===== src/rtl/shift_pkg.sv =====
// Shared constants for the shift sequencer and its helpers.
package shift_pkg;

   localparam int unsigned SHIFT_WIDTH = 8;
   localparam int unsigned STATE_W     = 2;

   localparam logic [STATE_W-1:0] S_IDLE  = 2'd0;
   localparam logic [STATE_W-1:0] S_LOAD  = 2'd1;
   localparam logic [STATE_W-1:0] S_SHIFT = 2'd2;
   localparam logic [STATE_W-1:0] S_DONE  = 2'd3;

endpackage


===== src/rtl/shift_amt_counter.sv =====
// Remaining-shift counter: loaded with the shift amount, decremented once per
// shift cycle, with a registered flag marking the cycle it reads 1.
module shift_amt_counter #(
   parameter int unsigned AMT_W = 4
) (
   input  logic             clk,
   input  logic             reset,
   input  logic             load_i,
   input  logic             dec_i,
   input  logic [AMT_W-1:0] amt_i,
   output logic             last_o
);

   logic [AMT_W-1:0] cnt_q, cnt_d;
   logic             last_q, last_d;

   // Next count; last flag is precomputed so it is valid in the cycle the count reads 1.
   always_comb begin
      cnt_d  = cnt_q;
      last_d = last_q;
      if (load_i) begin
         cnt_d  = amt_i;
         last_d = (amt_i == AMT_W'(1));
      end else if (dec_i && (cnt_q != '0)) begin
         cnt_d  = cnt_q - AMT_W'(1);
         last_d = (cnt_q == AMT_W'(2));
      end
   end

   // Counter registers.
   always_ff @(posedge clk) begin
      if (reset) begin
         cnt_q  <= '0;
         last_q <= 1'b0;
      end else begin
         cnt_q  <= cnt_d;
         last_q <= last_d;
      end
   end

   assign last_o = last_q;

endmodule


===== src/rtl/shift_sequencer.sv =====
// Command-driven controller for a load/shift-right register datapath:
// one load cycle, then exactly N shift cycles, then a held result.
module shift_sequencer
   import shift_pkg::*;
#(
   parameter int unsigned WIDTH = SHIFT_WIDTH,
   parameter int unsigned AMT_W = $clog2(WIDTH + 1)
) (
   input  logic             clk,
   input  logic             reset,
   input  logic             cmd_valid,
   output logic             cmd_ready,
   input  logic [WIDTH-1:0] cmd_value,
   input  logic [AMT_W-1:0] cmd_amt,
   input  logic             cmd_arith,
   output logic             res_valid,
   input  logic             res_ready,
   output logic [WIDTH-1:0] res_data,
   output logic             busy,
   output logic [WIDTH-1:0] sh_load_val,
   output logic             sh_load_n,
   output logic             sh_shift,
   output logic             sh_asr,
   input  logic [WIDTH-1:0] sh_q
);

   logic [STATE_W-1:0] state_q, state_d;
   logic [WIDTH-1:0]   value_q, value_d;
   logic [AMT_W-1:0]   amt_q, amt_d;
   logic               arith_q, arith_d;
   logic [AMT_W-1:0]   amt_sat;
   logic               cnt_last;

   // Amounts beyond the register width behave like a full-width shift.
   assign amt_sat = (cmd_amt > AMT_W'(WIDTH)) ? AMT_W'(WIDTH) : cmd_amt;

   shift_amt_counter #(
      .AMT_W (AMT_W)
   ) u_cnt (
      .clk    (clk),
      .reset  (reset),
      .load_i (state_q == S_LOAD),
      .dec_i  (state_q == S_SHIFT),
      .amt_i  (amt_q),
      .last_o (cnt_last)
   );

   // State and captured-command registers.
   always_ff @(posedge clk) begin
      if (reset) begin
         state_q <= S_IDLE;
         value_q <= '0;
         amt_q   <= '0;
         arith_q <= 1'b0;
      end else begin
         state_q <= state_d;
         value_q <= value_d;
         amt_q   <= amt_d;
         arith_q <= arith_d;
      end
   end

   // Next-state and control decode; datapath controls idle unless stated.
   always_comb begin
      state_d     = state_q;
      value_d     = value_q;
      amt_d       = amt_q;
      arith_d     = arith_q;
      cmd_ready   = 1'b0;
      res_valid   = 1'b0;
      res_data    = '0;
      busy        = 1'b1;
      sh_load_val = '0;
      sh_load_n   = 1'b1;
      sh_shift    = 1'b0;
      sh_asr      = 1'b0;
      case (state_q)
         S_IDLE: begin
            cmd_ready = 1'b1;
            busy      = 1'b0;
            if (cmd_valid) begin
               value_d = cmd_value;
               amt_d   = amt_sat;
               arith_d = cmd_arith;
               state_d = S_LOAD;
            end
         end
         S_LOAD: begin
            sh_load_n   = 1'b0;
            sh_load_val = value_q;
            state_d     = (amt_q != '0) ? S_SHIFT : S_DONE;
         end
         S_SHIFT: begin
            sh_shift = 1'b1;
            sh_asr   = arith_q;
            if (cnt_last) begin
               state_d = S_DONE;
            end
         end
         S_DONE: begin
            // Controls held, so the datapath output is stable to pass through.
            res_valid = 1'b1;
            res_data  = sh_q;
            if (res_ready) begin
               state_d = S_IDLE;
            end
         end
         default: begin
            state_d = S_IDLE;
         end
      endcase
   end

endmodule


===== config.mk =====
export PLATFORM = sky130hd
export DESIGN_NAME = shift_sequencer
export DESIGN_NICKNAME = d
export VERILOG_FILES = /design/src/rtl/shift_pkg.sv /design/src/rtl/shift_amt_counter.sv /design/src/rtl/shift_sequencer.sv
export SDC_FILE = /design/constraint.sdc
export NUM_CORES = 1
export LEC_CHECK = 0
export CAP_MARGIN = 25
export CORE_ASPECT_RATIO = 1.5
export CORE_UTILIZATION = 45
export DETAILED_ROUTE_END_ITERATION = 12
export PLACE_DENSITY = 0.88
export SETUP_SLACK_MARGIN = 0.3
export SYNTH_ARGS = -nofsm -noshare
export SYNTH_HDL_FRONTEND = slang
export SYNTH_SLANG_ARGS = --single-unit

===== constraint.sdc =====
create_clock -name clk -period 2.5 [get_ports clk]
set_input_delay 0.375 -clock clk [delete_from_list [all_inputs] [get_ports clk]]
set_output_delay 0.375 -clock clk [all_outputs]
set_load 0.01 [all_outputs]

* Yosys cells after proc, flatten, opt, wreduce, memory -nomap -nowiden
Cells that the tools add are included.
Storage, ports and cells: register bits 20, output and inout bits 22, logic and storage cells 41
Operators by class: add/sub/neg operators 1, $lt $le $gt $ge 1, eq/ne operators 8, mux-type cells 18, reductions and logical operators 7
Operators by type and width (count):
- $mux 8 | 2
- $mux 4 | 3
- $mux 1 | 9
- $pmux 2 s4 | 1
- $reduce_bool 4->1 | 2
- $mux 2 | 3
- $ne 2x2->1 const B | 3
- $eq 2x2->1 const B | 2
- $eq 4x1->1 const B | 1
- $eq 4x2->1 const B | 1
- $gt 4x4->1 const B | 1
- $sub 4x1->4 const B | 1
- $reduce_and 3->1 | 1
- $eq 2x1->1 const B | 1
- $logic_not 2->1 | 1
- $reduce_and 2->1 | 1
- $reduce_bool 2->1 | 1
- $logic_and 1x1->1 | 1

* Logic depth before layout (Yosys ltp)
Gate-level depths: netlist of the first run.
depth in word-level cells 4, gate-level depth with buffers 6

* Cells and area by module
A second synthesis of the first run with hierarchy kept.
Unflattened totals: cell total of the unflattened synthesis 132, area, all modules 1096.1 µm²
Modules (own cells, without submodules):
- shift_sequencer | instances 1, cells an instance 95, area each 768.2 µm²
- shift_amt_counter | instances 1, cells an instance 37, area each 327.8 µm²

* Worst setup path after synthesis of the first run
No wires, ideal clock.
kind register to register, start register state_q[0], end register u_cnt.cnt_q[3], setup time 88 ps, arrival time 1604 ps, required time 2412 ps, setup slack 808 ps, stages on the path, launching flop included 7, period minus slack after synthesis 1692 ps, cell sequence dfxtp_1 inv_1 ha_1 buf_4 or4b_1 o211a_1 nor4_2
On the way: word-level cells in the longest chain between the ends 3, elaborated cells on any way between the ends 5, classes of those cells eq/ne (2); mux (1); reduce/logical (2)
Ends and longest elaborated chain:
- start, declared | line shift_sequencer.sv:27 | logic [STATE_W-1:0] state_q, state_d;
- start signal, assigned | line shift_sequencer.sv:56 | state_q <= state_d;
- $eq 2x2->1 | line shift_sequencer.sv:43 | .dec_i (state_q == S_SHIFT),
- $logic_and 1x1->1 | line shift_amt_counter.sv:24 | end else if (dec_i && (cnt_q != '0)) begin
- $reduce_bool 2->1 (no line)
- end signal, assigned | line shift_amt_counter.sv:36 | cnt_q <= cnt_d;
- end, declared | line shift_amt_counter.sv:14 | logic [AMT_W-1:0] cnt_q, cnt_d;
Parallel ways exist; a longest one is shown, timed or not. A chain may end at the register's enable or synchronous reset.

* Worst setup path after layout of the first run
start register state_q[1], end output sh_load_val[5]
On the way: word-level cells in the longest chain between the ends 2
Ends and longest elaborated chain:
- $eq 2x1->1 | line shift_sequencer.sv:77 | case (state_q)
- $mux 8 | line shift_sequencer.sv:77
- end, declared | line shift_sequencer.sv:20 | output logic [WIDTH-1:0] sh_load_val,
No other way between the ends.

==> results of run 1 <==
-- layer usage --
layer | GRT usage | routed length [µm] | up-vias
met5 | 0 | 0 | -
met1 | 0.2283 | 1018 | 500
met4 | 0.09375 | 57 | 0
met3 | 0.02601 | 98 | 7
li1 | - | - | 554
met2 | 0.4327 | 1563 | 32
-- layout make-up --
class	instances	share of cell area
multi-input cells	102	0.4033
repair buffers	47	0.2929
flip-flops and latches	20	0.2506
inverters	9	0.02114
well taps	23	0.01801
clock buffers	3	0.01410
-- cell usage in the layout, fill, tap and decap left out, drive strengths merged, types with 2 or more instances in the layout --
cell / count
nor3: 2
clkbuf: 3
dfxtp: 20
nor2: 3
clkdlybuf4s50: 46
a21oi: 15
o21ai: 2
ha: 7
a211oi: 3
nand3b: 4
nand2b: 2
and2: 18
nand2: 26
inv: 9
-- logic make-up (layout without fill, tap and decap cells) --
family | Yosys count | in the layout | synth area share
AND/OR/NAND/NOR | 66 | 66 | 0.3311
AO/OA/AOI/OAI | 29 | 29 | 0.1689
adder cells (fa/ha/maj) | 7 | 7 | 0.07936
flip-flops | 20 | 20 | 0.3628
buffers and inverters | 16 | 59 | 0.05782
-- worst min-delay path: cells and delay by family (launching register included) --
| kind | cells | cell delay (ps) |
|---|---|---|
| simple gates | 1 | 50 |
| flops | 1 | 320 |
| compound gates | 1 | 50 |
-- per-stage QoR --
stage               hold slack (ps)  setup WS, ps  utilization
finish                        463.3         278.8       0.6990
global route                  484.7         191.9       0.6990
CTS                           465.6         272.9       0.6979
detailed placement            450.4         445.5       0.6869
global placement              436.4         508.8       0.6869
floorplan                     431.7         808.3            -
-- state kept, by name (all words and copies together), names as in the netlist --
name / count
amt_q: 4
state_q: 2
u_cnt.cnt_q: 4
value_q: 8
u_cnt.last_o: 1
arith_q: 1
-- synth_stat cells, drive strengths merged (2+ instances only) --
cell type and n:
a211oi 3, a21oi 15, and2 18, buf 2
clkbuf 5, dfxtp 20, ha 7, inv 9
nand2 26, nand2b 2, nand3b 4, nor2 3
nor3 2, o21ai 2
-- where the power goes --
group / internal, mW / switching [mW]
logic: 0.370 / 0.410
clock network: 0.0561 / 0.0923
registers: 0.404 / 0.0655
total: 0.831 / 0.567
-- path summary, 6_finish.rpt --
check | start | end | slack (ps) | depth (start not counted)
worst max-delay path | state_q[1] | sh_load_val[5] | 280 | 4
worst min-delay path | amt_q[3] | amt_q[3] | 460 | 2
worst max register to register | u_cnt.cnt_q[0] | u_cnt.cnt_q[1] | 750 | 5
worst min register to register | amt_q[3] | amt_q[3] | 460 | 2
-- what timing repair did --
item,4_1_cts,5_1_grt
endpoints found under the setup margin,10,18
hold endpoints to repair,0,0
resized for setup,1,1
hold buffers,0,0
==> flow_summary.json, run 1 <==
{
  "grt_pass1_wl_mm": 4.616,
  "arrival_ps": 1850,
  "slew_headroom": 0.7029,
  "synth_area_leaders": "dfxtp_1 36%, and2_1 9.6%, nand2_1 8.8%",
  "portBuffers": 46,
  "cpPeakStageDelay_ps": 530,
  "slew_viol_final": 0,
  "synthesis.nets": 170,
  "power_density_nw_per_um2": 874.9,
  "route.detailed.drc": 0,
  "synth_area_leader_cell": "dfxtp_1",
  "synth_cells": 138,
  "max_slew.worst_pin.slew_ps": 444.6,
  "post_dp_cell_area_um2": 1570,
  "cts.clk_slew.worst_paths_ps": 110,
  "syn_area_per_cell_um2": 7.997,
  "fin_nets": 215,
  "core_area_um2": 2286,
  "finalSetupTns_ps": 0,
  "cts.sinks": 20,
  "fmax_mhz": 450.2,
  "overflow": 0,
  "peakVddDrop_mv": 0.6809,
  "dp.cells": 201,
  "htreeDepth": 1,
  "leakage_nw": 0.5884,
  "cp_cell_sequence": "inv_1 -> ha_2 -> and2_1 -> clkdlybuf4s50_1",
  "antenna_found_initial": 0,
  "n_fill_cell": 168,
  "synth_seq_cells": 20,
  "ant_nets": 0,
  "cap_viol_max_count": 0,
  "status": "finished, final reports clean",
  "fin_crit_ps": 2221,
  "synth_cell_types": 36,
  "ys.flop_type": "dfxtp_1",
  "hold_viol": 0,
  "crit_slowest_cell": "clkdlybuf4s50_1",
  "power_mw": 1.398,
  "num_vias": 1093,
  "yosys.area.top_type_share": 0.3628,
  "drt-pass1-iter-count": 4,
  "end_kind": "output port",
  "n_antenna_cell": 0,
  "critPathMaxFanout": 18,
  "path_delay_family": "buffers and inverters",
  "ff_latch_area_um2": 400.4,
  "final_cell_count_no_fill": 204,
  "area_delta_synth_final_pct": 44.78,
  "cp-start-kind": "flop",
  "numCtsBuffers": 3,
  "num_io_pins": 47,
  "hp-class": "reg2reg",
  "period_share": 0.8885,
  "crit_type": "reg2out",
  "synth-edff-count": 0,
  "setup_viol": 0,
  "gp_congestion": 0.7886,
  "grt_pass1_vias": 1127,
  "post_drt_wl_per_cell_um": 13.42,
  "floorplan.initialDensity": 0.4828,
  "drive_above_1_share": 0.06077,
  "routed_wirelength_mm": 2.738,
  "ys_warn_count": 0,
  "root_buffer": "clkbuf_4",
  "fp.dieArea_um2": 2659,
  "fp.dieW_um": 42.44,
  "cp.required_ps": 2120,
  "async_reset_ff_frac": 0,
  "cts_buffer_depth": 2,
  "place_hpwl_mm": 2.153,
  "cts_tree": "yes",
  "die_h_um": 62.65,
  "row_count": 21,
  "grt_max_degree": 19,
  "crit_buf_inv": 2,
  "dr.first_iter.drc_count": 25,
  "multi_input_area_um2": 644.4,
  "viasPerCell": 5.358,
  "skew_ps": 4.797,
  "track_usage": 0.2234,
  "worstSkewPairLatency_ps": 300,
  "yosysSeqAreaShare": 0.3628,
  "design_area_um2": 1598,
  "rsz0062_at_grt": "yes",
  "synth_area_um2": 1104,
  "cts_setup_buffers": 0
}
(Power assumes the default switching activity.)
==> inputs of run 2 (changes only) <==
--- a/config.mk
+++ b/config.mk
@@ -6,10 +6,11 @@
 export NUM_CORES = 1
 export LEC_CHECK = 0
 export CAP_MARGIN = 25
-export CORE_ASPECT_RATIO = 1.5
-export CORE_UTILIZATION = 45
+export CORE_ASPECT_RATIO = 1.1
+export CORE_MARGIN = 3
+export CORE_UTILIZATION = 38
 export DETAILED_ROUTE_END_ITERATION = 12
-export PLACE_DENSITY = 0.88
+export PLACE_DENSITY = 0.8
 export SETUP_SLACK_MARGIN = 0.3
 export SYNTH_ARGS = -nofsm -noshare
 export SYNTH_HDL_FRONTEND = slang
==> constraint.sdc (replaced) <==
create_clock -name clk -period 1.9 [get_ports clk]
set_input_delay 0.285 -clock clk [delete_from_list [all_inputs] [get_ports clk]]
set_output_delay 0.285 -clock clk [all_outputs]
set_load 0.01 [all_outputs]
==> run 2 against run 1 <==
Die area is 35% higher; routed wire length is 20% higher; combinational power is 87% higher; first-iteration DRC count is 24% higher; sequential share of layout area is 2.9 points lower; utilization is 0.15 points lower; cell count is 12% higher; design area is 15% higher; sequential power is 37% higher; clock skew is 2.1 ps lower; critical endpoint is now sh_load_val[6]; largest cell class unchanged; largest power group unchanged.
==> flow_summary.json, run 2 (synthesis gave the netlist of run 1 again) <==
{
  "status": "finished, final reports clean",
  "leakage_nw": 0.7367,
  "hold_viol": 0,
  "worstSkewPairLatency_ps": 300,
  "slew_viol_final": 0,
  "overflow": 0,
  "grt_max_degree": 15,
  "fmax_mhz": 586.1,
  "track_usage": 0.1831,
  "cp_cell_sequence": "buf_4 -> inv_4 -> ha_4 -> and2_1 -> clkdlybuf4s15_1",
  "cpPeakStageDelay_ps": 350,
  "crit_type": "reg2out",
  "grt_pass1_vias": 1167,
  "end_kind": "output port",
  "skew_ps": 2.738,
  "peakVddDrop_mv": 0.9578,
  "numCtsBuffers": 3,
  "place_hpwl_mm": 2.287,
  "design_area_um2": 1841,
  "drt-pass1-iter-count": 5,
  "cts_tree": "yes",
  "crit_buf_inv": 3,
  "cts_buffer_depth": 2,
  "num_io_pins": 47,
  "drive_above_1_share": 0.2843,
  "power_density_nw_per_um2": 1333,
  "max_slew.worst_pin.slew_ps": 462.3,
  "dr.first_iter.drc_count": 31,
  "route.detailed.drc": 0,
  "portBuffers": 46,
  "hold_ws_ps": 463.7,
  "cp-start-kind": "flop",
  "layout_commonest_cell": "nand2_1",
  "fp.dieArea_um2": 3587,
  "grt_pass1_wl_mm": 5.388,
  "core_area_um2": 2639,
  "cts.clk_slew.worst_paths_ps": 120,
  "cap_viol_max_count": 0,
  "viasPerCell": 5.083,
  "regToRegSetupSlack_ps": 200,
  "slew_headroom": 0.6908,
  "dp.cells": 212,
  "final_cell_count_no_fill": 228,
  "die_h_um": 62.52,
  "num_vias": 1159,
  "critPathMaxFanout": 10,
  "n_antenna_cell": 0,
  "htreeDepth": 1,
  "fin_nets": 230,
  "gp_congestion": 0.7626,
  "top_regs": "value_q: 8 flops, amt_q: 4 flops, u_cnt.cnt_q: 4 flops",
  "crit_slowest_cell": "dfxtp_2",
  "fp.dieW_um": 57.38,
  "ant_nets": 0,
  "final_cell_mix": "26 x nand2_1, 24 x clkdlybuf4s50_1, 17 x and2_1",
  "largest_reg_flops": 8,
  "cts.sinks": 20,
  "routed_wirelength_mm": 3.298,
  "floorplan.initialDensity": 0.4182,
  "regMostFlops": "value_q",
  "cp.required_ps": 1620,
  "area_delta_synth_final_pct": 66.78,
  "finalSetupTns_ps": 0,
  "fin_crit_ps": 1706,
  "path_delay_family": "buffers and inverters",
  "row_count": 19,
  "root_buffer": "clkbuf_4",
  "period_share": 0.8980,
  "power_mw": 2.453,
  "antenna_found_initial": 0,
  "post_drt_wl_per_cell_um": 14.46,
  "setup_viol": 0,
  "arrival_ps": 1420,
  "rsz0062_at_grt": "yes",
  "post_dp_cell_area_um2": 1620,
  "hp-class": "reg2reg"
}
==> run 2: cell types whose count changed in the layout (fill, tap and decap cells not counted), sizes merged <==
cell	delta
buf	+24
clkdlybuf4s50	-22
clkbuf	+3
dlygate4sd2	+3
clkdlybuf4s15	+7
bufinv	+1
==> run 2: path summary, 6_finish.rpt <==
check,start,endpoint,cells after the start
worst max-delay path,state_q[1],sh_load_val[6],5
worst min-delay path,value_q[6],value_q[6],2
worst max register to register,state_q[1],u_cnt.cnt_q[3],7
worst min register to register,value_q[6],value_q[6],2
==> run 2: what timing repair did <==
| item | 4_1_cts | 5_1_grt |
|---|---|---|
| hold buffers | 0 | 0 |
| pin swaps | 3 | 6 |
| gates resized for setup | 79 | 13 |
| setup buffers | 8 | 4 |
| endpoints found under the setup margin | 25 | 26 |
==> run 2: per-layer routing <==
metal | vias up | routed length [µm] | global-route usage
li1 | 587 | - | -
met1 | 535 | 1362 | 0.2171
met2 | 33 | 1753 | 0.3376
met3 | 4 | 145 | 0.03099
met4 | 0 | 36 | 0.03478
met5 | - | 0 | 0
==> run 2: metrics by stage <==
| step | utilization | setup slack (ps) |
|---|---|---|
| 3_3_place_gp | 0.6140 | 199.1 |
| 6_report | 0.6975 | 193.8 |
| 3_5_place_dp | 0.6140 | 137.3 |
| 5_1_grt | 0.6975 | 102.2 |
| 2_1_floorplan | - | 364.1 |
| 4_1_cts | 0.6771 | 167.5 |
==> run 2: where the power goes <==
part           leakage, nW  switching, mW  internal, mW
logic                0.543          0.726         0.733
registers            0.166          0.101         0.543
clock network       0.0279          0.137         0.213
==> run 2: worst min-delay path: cells and delay by family, from the launching register on <==
| kind | cells | cell delay, ps |
|---|---|---|
| and+or+nand+nor | 1 | 50 |
| DFF | 1 | 330 |
| AOI/OAI and AO/OA | 1 | 50 |
==> run 2: final cells by class <==
cell class / count / area, µm²
fillers: 203 / 798.3
multi-input cells: 102 / 759.5
repair buffers: 62 / 543.0
flip-flops and latches: 20 / 407.9
inverters: 9 / 38.79
well taps: 31 / 38.79
clock inverters: 1 / 30.03
clock buffers: 3 / 22.52
